$ cat src/rtl/sobol_pkg.sv
// Shared definitions for the Sobol sequence generator: FSM states, sample
// width and the default (dimension 1) direction vectors. Further dimensions
// can be added here as extra constant arrays.
package sobol_pkg;

  typedef enum logic [1:0] {
    IDLE = 2'd0,
    RUN  = 2'd1,
    DONE = 2'd2
  } sobol_state_t;

  localparam int SOBOL_W = 32;

  // Entry k-1 holds V[k] = 1 << (32-k), the van der Corput vectors.
  localparam logic [SOBOL_W-1:0] SOBOL_DIR_DIM1 [32] = '{
    32'h8000_0000, 32'h4000_0000, 32'h2000_0000, 32'h1000_0000,
    32'h0800_0000, 32'h0400_0000, 32'h0200_0000, 32'h0100_0000,
    32'h0080_0000, 32'h0040_0000, 32'h0020_0000, 32'h0010_0000,
    32'h0008_0000, 32'h0004_0000, 32'h0002_0000, 32'h0001_0000,
    32'h0000_8000, 32'h0000_4000, 32'h0000_2000, 32'h0000_1000,
    32'h0000_0800, 32'h0000_0400, 32'h0000_0200, 32'h0000_0100,
    32'h0000_0080, 32'h0000_0040, 32'h0000_0020, 32'h0000_0010,
    32'h0000_0008, 32'h0000_0004, 32'h0000_0002, 32'h0000_0001
  };

endpackage

$ cat src/rtl/sobol_lzb.sv
// Lowest-zero-bit priority encoder: returns the bit position of the lowest
// zero in cnt, which selects the direction vector for the next Gray-code step.
// An all-ones input never occurs in use and maps to 0.
module sobol_lzb #(
  parameter int CNT_W = 16
) (
  input  logic [CNT_W-1:0] cnt,
  output logic [4:0]       idx
);

  // Scan from the top down so the lowest zero bit is the last one to win.
  always_comb begin
    idx = 5'd0;
    for (int i = CNT_W - 1; i >= 0; i--) begin
      if (!cnt[i]) begin
        idx = 5'(i);
      end
    end
  end

endmodule

$ cat src/rtl/sobol_seq_gen.sv
// Gray-code Sobol sequence generator: emits len 32-bit samples per start with
// a valid/ready output handshake. Optional macro SOBOL_DIR_LOAD_EN adds the
// dir_* write port and a 32x32 direction register file; without it the
// direction vectors are the package constants and fold away in synthesis.
module sobol_seq_gen
  import sobol_pkg::*;
#(
  parameter int CNT_W = 16
) (
  input  logic               clk,
  input  logic               rst,
  input  logic               start,
  input  logic [CNT_W-1:0]   len,
  output logic               busy,
  output logic               done,
  output logic [SOBOL_W-1:0] out_x,
  output logic               out_valid,
  input  logic               out_ready
`ifdef SOBOL_DIR_LOAD_EN
  ,
  input  logic               dir_we,
  input  logic [4:0]         dir_addr,
  input  logic [SOBOL_W-1:0] dir_data
`endif
);

  sobol_state_t     state;
  logic [CNT_W-1:0] n;
  logic [CNT_W-1:0] remaining;
  logic [4:0]       lzb_idx;
  logic [SOBOL_W-1:0] dir_vec;
  logic             handshake;

  assign handshake = out_valid & out_ready;

  sobol_lzb #(
    .CNT_W(CNT_W)
  ) u_lzb (
    .cnt(n),
    .idx(lzb_idx)
  );

`ifdef SOBOL_DIR_LOAD_EN
  logic [SOBOL_W-1:0] dir_ram [32];

  // Direction registers: reload defaults on reset, accept writes only in IDLE.
  always_ff @(posedge clk) begin
    if (rst) begin
      for (int k = 0; k < 32; k++) begin
        dir_ram[k] <= SOBOL_DIR_DIM1[k];
      end
    end else if (state == IDLE && dir_we) begin
      dir_ram[dir_addr] <= dir_data;
    end
  end

  assign dir_vec = dir_ram[lzb_idx];
`else
  assign dir_vec = SOBOL_DIR_DIM1[lzb_idx];
`endif

  // Burst control FSM with registered sample, handshake and status outputs.
  always_ff @(posedge clk) begin
    if (rst) begin
      state     <= IDLE;
      n         <= '0;
      remaining <= '0;
      out_x     <= '0;
      out_valid <= 1'b0;
      busy      <= 1'b0;
      done      <= 1'b0;
    end else begin
      case (state)
        IDLE: begin
          done <= 1'b0;
          if (start) begin
            if (len != '0) begin
              state     <= RUN;
              n         <= '0;
              out_x     <= '0;
              out_valid <= 1'b1;
              remaining <= len;
              busy      <= 1'b1;
            end else begin
              state <= DONE;
              done  <= 1'b1;
            end
          end
        end
        RUN: begin
          if (handshake) begin
            out_x <= out_x ^ dir_vec;
            n     <= n + CNT_W'(1);
            if (remaining == CNT_W'(1)) begin
              state     <= DONE;
              out_valid <= 1'b0;
              busy      <= 1'b0;
              done      <= 1'b1;
              remaining <= '0;
            end else begin
              remaining <= remaining - CNT_W'(1);
            end
          end
        end
        DONE: begin
          state <= IDLE;
          done  <= 1'b0;
        end
        default: begin
          state     <= IDLE;
          out_valid <= 1'b0;
          busy      <= 1'b0;
          done      <= 1'b0;
        end
      endcase
    end
  end

endmodule

$ cat config.mk
export PLATFORM = sky130hd
export DESIGN_NAME = sobol_seq_gen
export DESIGN_NICKNAME = d
export VERILOG_FILES = /design/src/rtl/sobol_pkg.sv /design/src/rtl/sobol_lzb.sv /design/src/rtl/sobol_seq_gen.sv
export SDC_FILE = /design/constraint.sdc
export NUM_CORES = 1
export LEC_CHECK = 0
export CAP_MARGIN = 20
export CORE_UTILIZATION = 54
export DETAILED_ROUTE_END_ITERATION = 16
export MAX_ROUTING_LAYER = met4
export PLACE_DENSITY = 0.82
export SYNTH_ARGS = -nofsm -noshare
export SYNTH_HDL_FRONTEND = slang
export SYNTH_SLANG_ARGS = --single-unit
export TNS_END_PERCENT = 30
$ cat constraint.sdc
create_clock -name clk -period 5.1 [get_ports clk]
set_input_delay 1.275 -clock clk [delete_from_list [all_inputs] [get_ports clk]]
set_output_delay 1.275 -clock clk [all_outputs]
set_load 0.005 [all_outputs]
==> results of run 1 <==
-- worst reg2reg max path, stage by stage (launching register included) --
cell and delay, ps:
dfxtp_1 350, inv_1 120, ha_1 200, nor3b_1 550, nand3_1 290, nor4_1 300, xor2_1 110, a221oi_1 310
nor3_1 80
-- flip-flops by register name (all words and copies together), names as in the netlist --
register / flops
n: 16
done: 1
remaining: 16
state: 2
out_valid: 1
out_x: 16
-- cells in the mapped netlist (2+ instances only) --
library cell,n
buf_4,18
buf_2,9
o41ai_1,2
a21oi_1,22
or3_1,7
a221oi_1,6
a211oi_1,8
nand4_1,12
nand2b_1,7
mux2i_1,2
a31oi_1,3
a32o_1,3
xor2_1,13
inv_1,7
xnor2_1,9
o2111ai_1,4
a22o_1,3
nor4_1,12
dfxtp_1,52
a22oi_1,7
nor2b_1,3
o211ai_1,4
nand3_1,9
clkbuf_1,11
o21ai_0,17
ha_1,3
nor3_1,12
or4_1,2
a31o_2,4
a21o_1,3
nor2_1,46
and4_1,4
nand2_1,25
-- per-stage QoR --
step	hold WS, ps	total power (µW)	area (µm²)
2_1_floorplan	443	607	3060
3_3_place_gp	452	652	3330
3_5_place_dp	461	659	3330
4_1_cts	475	963	3460
5_1_grt	493	1010	3470
6_report	476	965	3470
-- kinds of logic (layout without fill, tap and decap cells) --
family	count (synthesis)	count (layout)	share of synthesized area, %
buffers and inverters	46	57	8.37
XOR/XNOR	22	22	6.42
multiplexers	2	2	0.667
other	1	16	0.125
AO/OA/AOI/OAI	96	96	23.3
flip-flops	52	52	34.7
AND/OR/NAND/NOR	148	148	25.2
adder cells (fa/ha/maj)	3	3	1.25
-- cells in the final DEF (no fill, tap or decap), types with 4 or more instances in the layout --
cell,instances
a21oi_1,21
nand4_1,12
a221oi_1,6
nor4_1,12
a211oi_1,8
nand2b_1,7
and4_1,4
clkdlybuf4s50_1,38
dfxtp_1,52
o21ai_0,17
inv_1,7
xor2_1,13
a22oi_1,7
o2111ai_1,4
nor3_1,12
or3_1,7
nor2_1,46
o211ai_1,4
nand2_1,25
conb_1,16
xnor2_1,9
clkbuf_8,7
a31o_2,4
nand3_1,9
-- per-layer routing --
metal	up-vias	GRT usage [%]	wire length (µm)
met5	-	-	0
met4	0	8.27	98
met3	9	4.07	427
met2	108	41.2	3330
met1	1296	33.5	3200
li1	1381	-	-
-- final cells by class --
| class | count | area (µm²) |
|---|---|---|
| Sequential cell | 52 | 1040 |
| Tap cell | 70 | 87.6 |
| Inverter | 7 | 26.3 |
| Clock inverter | 1 | 30.0 |
| Fill cell | 452 | 1760 |
| Timing Repair Buffer | 42 | 418 |
| Clock buffer | 7 | 96.3 |
| Multi-Input combinational cell | 287 | 1770 |
-- power by group through the flow --
stage               sequential (µW)  combinational, µW  clock (µW)
floorplan                       446                161           0
global placement                456                196           0
detailed placement              457                202           0
CTS                             447                203         313
global route                    451                231         331
finish                          448                208         308
-- final timing paths --
| check | from | end | slack (ps) | depth (start not counted) |
|---|---|---|---|---|
| min reg2reg | remaining[15] | remaining[15] | 480 | 2 |
| max reg2reg | remaining[0] | remaining[14] | 2690 | 8 |
| max | len[3] | out_x[27] | 1640 | 6 |
| min | remaining[15] | remaining[15] | 480 | 2 |
==> metrics.md, run 1 <==
| Metric | Value |
|---|---|
| WL final | `7050 µm` |
| Setup crit end kind | `register` |
| Final Setup Violations | `0` |
| Dpl cells | `457` |
| Area Growth Syn to Fin | `15.7%` |
| Flop pwr share | `46.5%` |
| Max Freq | `289 MHz` |
| Clock power share | `32.0%` |
| Die area | `5860 µm²` |
| Critical path arrival | `3670 ps` |
| Mapped Avg Cell Area | `8.12 µm²` |
| Layout cells sized above 1 | `7.07%` |
| Number of synthesis warnings | `0` |
| Slowest cell on the critical path | `o21ai_2` |
| Max incr delay on CP | `730 ps` |
| Mapped Cells | `370` |
| WL per Instance | `15.1 µm` |
| 1st-iter DRT viols | `220` |
| Worst-margin pin slew | `771 ps` |
| Clock transition at path regs | `90 ps` |
| Req. time, crit path | `5310 ps` |
| Sequential area share after synthesis | `34.7%` |
| DR vias | `2794` |
| Sink Count | `52` |
| Postcts setup bufs | `0` |
| Initial Utilization | `57.3%` |
| CTS tree | `built` |
| Clk root buf | `clkbuf_8` |
| Nets@finish | `418` |
| Headroom to the max-slew limit | `48.6%` |
| Setup Skew | `5.57 ps` |
| Top cell type's share of synthesized area | `34.7%` |
| Switching Power | `283 µW` |
| Vias in the first global route | `2564` |
| Int Pwr | `682 µW` |
| CP Max Fanout | `19` |
| Top post-synthesis cells by area | `dfxtp_1, nor2_1, buf_4, xor2_1, a21oi_1` |
| Clk buf depth | `2` |
| Routability Congestion | `0.875` |
| Total gr overflow | `0` |
| PnR worst setup slack | `1640 ps` |
| Critical path class | `input port to register` |
| Seq cells post-synth | `52` |
| Hold Fails Final Rpt | `0` |
| Placement Setup Slack | `1290 ps` |
| Cell Chain, Critical Path | `clkdlybuf4s50_1, nor4_1, nand4_1, o21ai_2, nor3_1, a31o_2` |
| RSZ-0062 raised after global routing | `no` |
| Die Ht | `76.6 µm` |
| Post-CTS Resized | `0` |
| Post-synth EDFFs | `0` |
| Hold-fix buffers, CTS | `0` |
| Main synth FF type | `dfxtp_1` |
| N_diodes | `0` |
| Hold WC Path Type | `register to register` |
| Synth async-reset ratio | `0%` |
| MaxCap Viol Count | `0` |
| Post-route clock period utilization | `67.8%` |
| Number of vias per cell | `6.00` |
| Depth of the CTS H-tree | `2` |
| GR Util All Layers | `25.8%` |
| Yosys top cell by area | `dfxtp_1` |
| Slew Limit Fails | `0` |
| Total CTS buffers | `5` |
| Residual DRC | `0` |
| Synthesized cell area | `3000 µm²` |
| Status | `complete, no violations` |
| Initial antenna violation count | `0` |
| Die outline width | `76.6 µm` |
| PwrDens | `278 nW/µm²` |
| FP Rows | `26` |
| TritonRoute pass-1 iters | `5` |
| Fin cells | `466` |
| Final core occ | `66.3%` |
| Worst-Skew Late Latency | `310 ps` |
| Leakage | `0.00118 µW` |
| I/O pins | `55` |
| Startpoint Class | `input port` |
| DRT antenna net count | `0` |
| TNS Setup | `0 ps` |
| Minimum clock period | `3460 ps` |
| Netlist cell types | `54` |
| Sw Ratio | `29.3%` |
| VDD IR max | `0.216 mV` |
| Gate power share | `21.6%` |
| Core ar. | `5240 µm²` |
| First-pass GRT wire length | `12000 µm` |
| PortBufs | `38` |
| Largest net degree at the start of global routing | `29` |
| Post-detail-place hpwl | `4950 µm` |
| Buf/Inv on CP | `1` |
| CP delay by family, top | `compound AO/OA/AOI/OAI gates` |
Note: power is estimated with default switching activity, not from simulation.
==> inputs of run 2 (changes only) <==
CORE_UTILIZATION = 47   (was 54)
PLACE_DENSITY = 0.76   (was 0.82)
clock period = 3.1 ns   (was 5.1 ns; I/O delays follow)
==> run 2 against run 1 <==
Against the previous run:
- critical path depth is 1 higher
- combinational power is 70% higher
- clock-buffer cell count is 1 higher
- sequential power is 65% higher
- register-to-register slack worse by 1900 ps
- clock skew is 1.2 ps higher
- non-clock buffer count is 6 higher
- flip-flop and latch count stayed put
- global-route usage is 2.5 points lower
- clock power is 31% higher
- critical endpoint is now n[14]
- largest cell class unchanged
==> metrics.md, run 2 (synthesized netlist as in run 1, its figures left out) <==
| Metric | Value |
|---|---|
| Status | `complete, no violations` |
| Layout fillers | `565 (+25%)` |
| Flop pwr share | `49.3% (+2.8 points)` |
| WL per Instance | `14.8 µm (-2.0%)` |
| Die outline width | `81.9 µm (+7.0%)` |
| Req. time, crit path | `3340 ps (-1970 ps)` |
| Sw Ratio | `31.3% (+2.0 points)` |
| PwrDens | `430 nW/µm² (+55%)` |
| Minimum clock period | `2660 ps` |
| Int Pwr | `1030 µW (+51%)` |
| Final core occ | `57.8% (-8.6 points)` |
| Clock transition at path regs | `90 ps (about the same)` |
| Leakage | `0.00119 µW (+0.47%)` |
| Slowest cell on the critical path | `clkdlybuf4s50_1` |
| Setup crit end kind | `register` |
| Largest regs | `n: 16 flops, out_x: 16 flops, remaining: 16 flops` |
| Largest net degree at the start of global routing | `28 (-3.4%)` |
| Initial antenna violation count | `0 (unchanged)` |
| Clk root buf | `clkbuf_8` |
| 1st-iter DRT viols | `244 (+11%)` |
| Max incr delay on CP | `500 ps (-230 ps)` |
| VDD IR max | `0.305 mV (+41%)` |
| Hold-fix buffers, CTS | `0 (unchanged)` |
| N_diodes | `0 (unchanged)` |
| Seq. cell area | `1040 µm² (unchanged)` |
| Initial Utilization | `49.8% (-7.5 points)` |
| Cell Chain, Critical Path | `clkdlybuf4s50_1, nor4_1, and4_1, a21oi_2, nand4_1, or3_1, a21oi_1` |
| FP Rows | `28 (+7.7%)` |
| Most common cell after layout, fill and taps aside | `dfxtp_1` |
| Post-CTS Resized | `0 (unchanged)` |
| Depth of the CTS H-tree | `2 (unchanged)` |
| Switching Power | `468 µW (+65%)` |
| TNS Setup | `0 ps (unchanged)` |
| Clock power share | `27.0% (-5.0 points)` |
| Post-route clock period utilization | `85.7%` |
| Max Freq | `376 MHz` |
| CP Max Fanout | `10 (-9)` |
| Core ar. | `6030 µm² (+15%)` |
| Residual DRC | `0 (unchanged)` |
| Critical path arrival | `2900 ps (-770 ps)` |
| First-pass GRT wire length | `11900 µm (-1.1%)` |
| RSZ-0062 raised after global routing | `no` |
| Post-detail-place hpwl | `5120 µm (+3.4%)` |
| WL final | `7070 µm (+0.31%)` |
| Total CTS buffers | `5 (unchanged)` |
| Layout cells sized above 1 | `7.96% (+0.89 points)` |
| PortBufs | `38 (unchanged)` |
| Worst flop-to-flop path startpoint | `remaining[11]` |
| Vias in the first global route | `2566 (+0.078%)` |
| I/O pins | `55 (unchanged)` |
| Number of vias per cell | `5.98 (-0.28%)` |
| Total gr overflow | `0 (unchanged)` |
| Worst-margin pin slew | `764 ps (-6.31 ps)` |
| TritonRoute pass-1 iters | `5 (unchanged)` |
| Worst-Skew Late Latency | `300 ps (about the same)` |
| Crit path launch | `len[2]` |
| DRT antenna net count | `0 (unchanged)` |
| Gate power share | `23.6% (+2.0 points)` |
| Slew Limit Fails | `0 (unchanged)` |
| Sink Count | `52 (unchanged)` |
| CTS tree | `built` |
| GR Util All Layers | `23.4% (-2.5 points)` |
| Final Setup Violations | `0 (unchanged)` |
| Postcts setup bufs | `0 (unchanged)` |
| Nets@finish | `424 (+1.4%)` |
| Headroom to the max-slew limit | `48.8% (+0.19 points)` |
| Commonest cells after routing, fill and taps aside | `dfxtp_1, nor2_1, clkdlybuf4s50_1` |
| Routability Congestion | `0.917 (+4.8%)` |
| Clk buf depth | `2 (unchanged)` |
| Critical path class | `input port to register` |
| HP Start | `remaining[15]` |
| Hold Fails Final Rpt | `0 (unchanged)` |
| MaxCap Viol Count | `0 (unchanged)` |
| Die Ht | `81.9 µm (+7.0%)` |
| DR vias | `2852 (+2.1%)` |
| Setup Skew | `6.82 ps (+1.25 ps)` |
| Die area | `6710 µm² (+14%)` |
| Area Growth Syn to Fin | `15.9%` |
| Area of the multi-input gates | `1770 µm² (unchanged)` |
| Startpoint Class | `input port` |
| Hold WC Path Type | `register to register` |
run 2: metal layers:
metal  track usage, %  vias up  share of wire, %
met1             28.9     1339                45
li1                 -     1392                 -
met5                -        -                 0
met2             38.4      109                48
met4             8.42        0               1.3
met3             3.56       12               5.5
run 2: worst paths after layout:
path / to / slack (ps) / cells after the start
max reg2reg: remaining[9] / 830 / 7
min reg2reg: remaining[15] / 480 / 2
max: n[14] / 440 / 7
min: remaining[15] / 480 / 2
run 2: cell type report:
| class | instances | area share [%] |
|---|---|---|
| clock buffers | 8 | 2.59 |
| well taps | 75 | 2.70 |
| flip-flops and latches | 52 | 29.9 |
| repair buffers | 48 | 13.1 |
| multi-input cells | 287 | 51.0 |
| inverters | 7 | 0.755 |
run 2: worst max-delay path, delay by kind of cell:
kind,cells,cell delay [ps]
AOI/OAI and AO/OA,2,540
buffers and inverters,1,500
and+or+nand+nor,4,1070
run 2: metrics by stage:
stage	instance area [µm²]	std cells	setup WS (ps)	hold slack [ps]	total power [µW]
after floorplan	3060	385	799	443	999
after global placement	3390	469	193	455	1100
after detailed placement	3390	469	158	465	1100
after CTS	3480	477	462	481	1500
after global routing	3480	477	296	504	1580
final	3480	477	443	479	1500
run 2: power groups by stage:
| stage | Sequential, µW | Clock [µW] | Combinational (µW) |
|---|---|---|---|
| after floorplan | 734 | 0 | 264 |
| after global placement | 751 | 0 | 346 |
| after detailed placement | 752 | 0 | 346 |
| after CTS | 737 | 410 | 349 |
| after global routing | 742 | 438 | 395 |
| final | 738 | 404 | 354 |
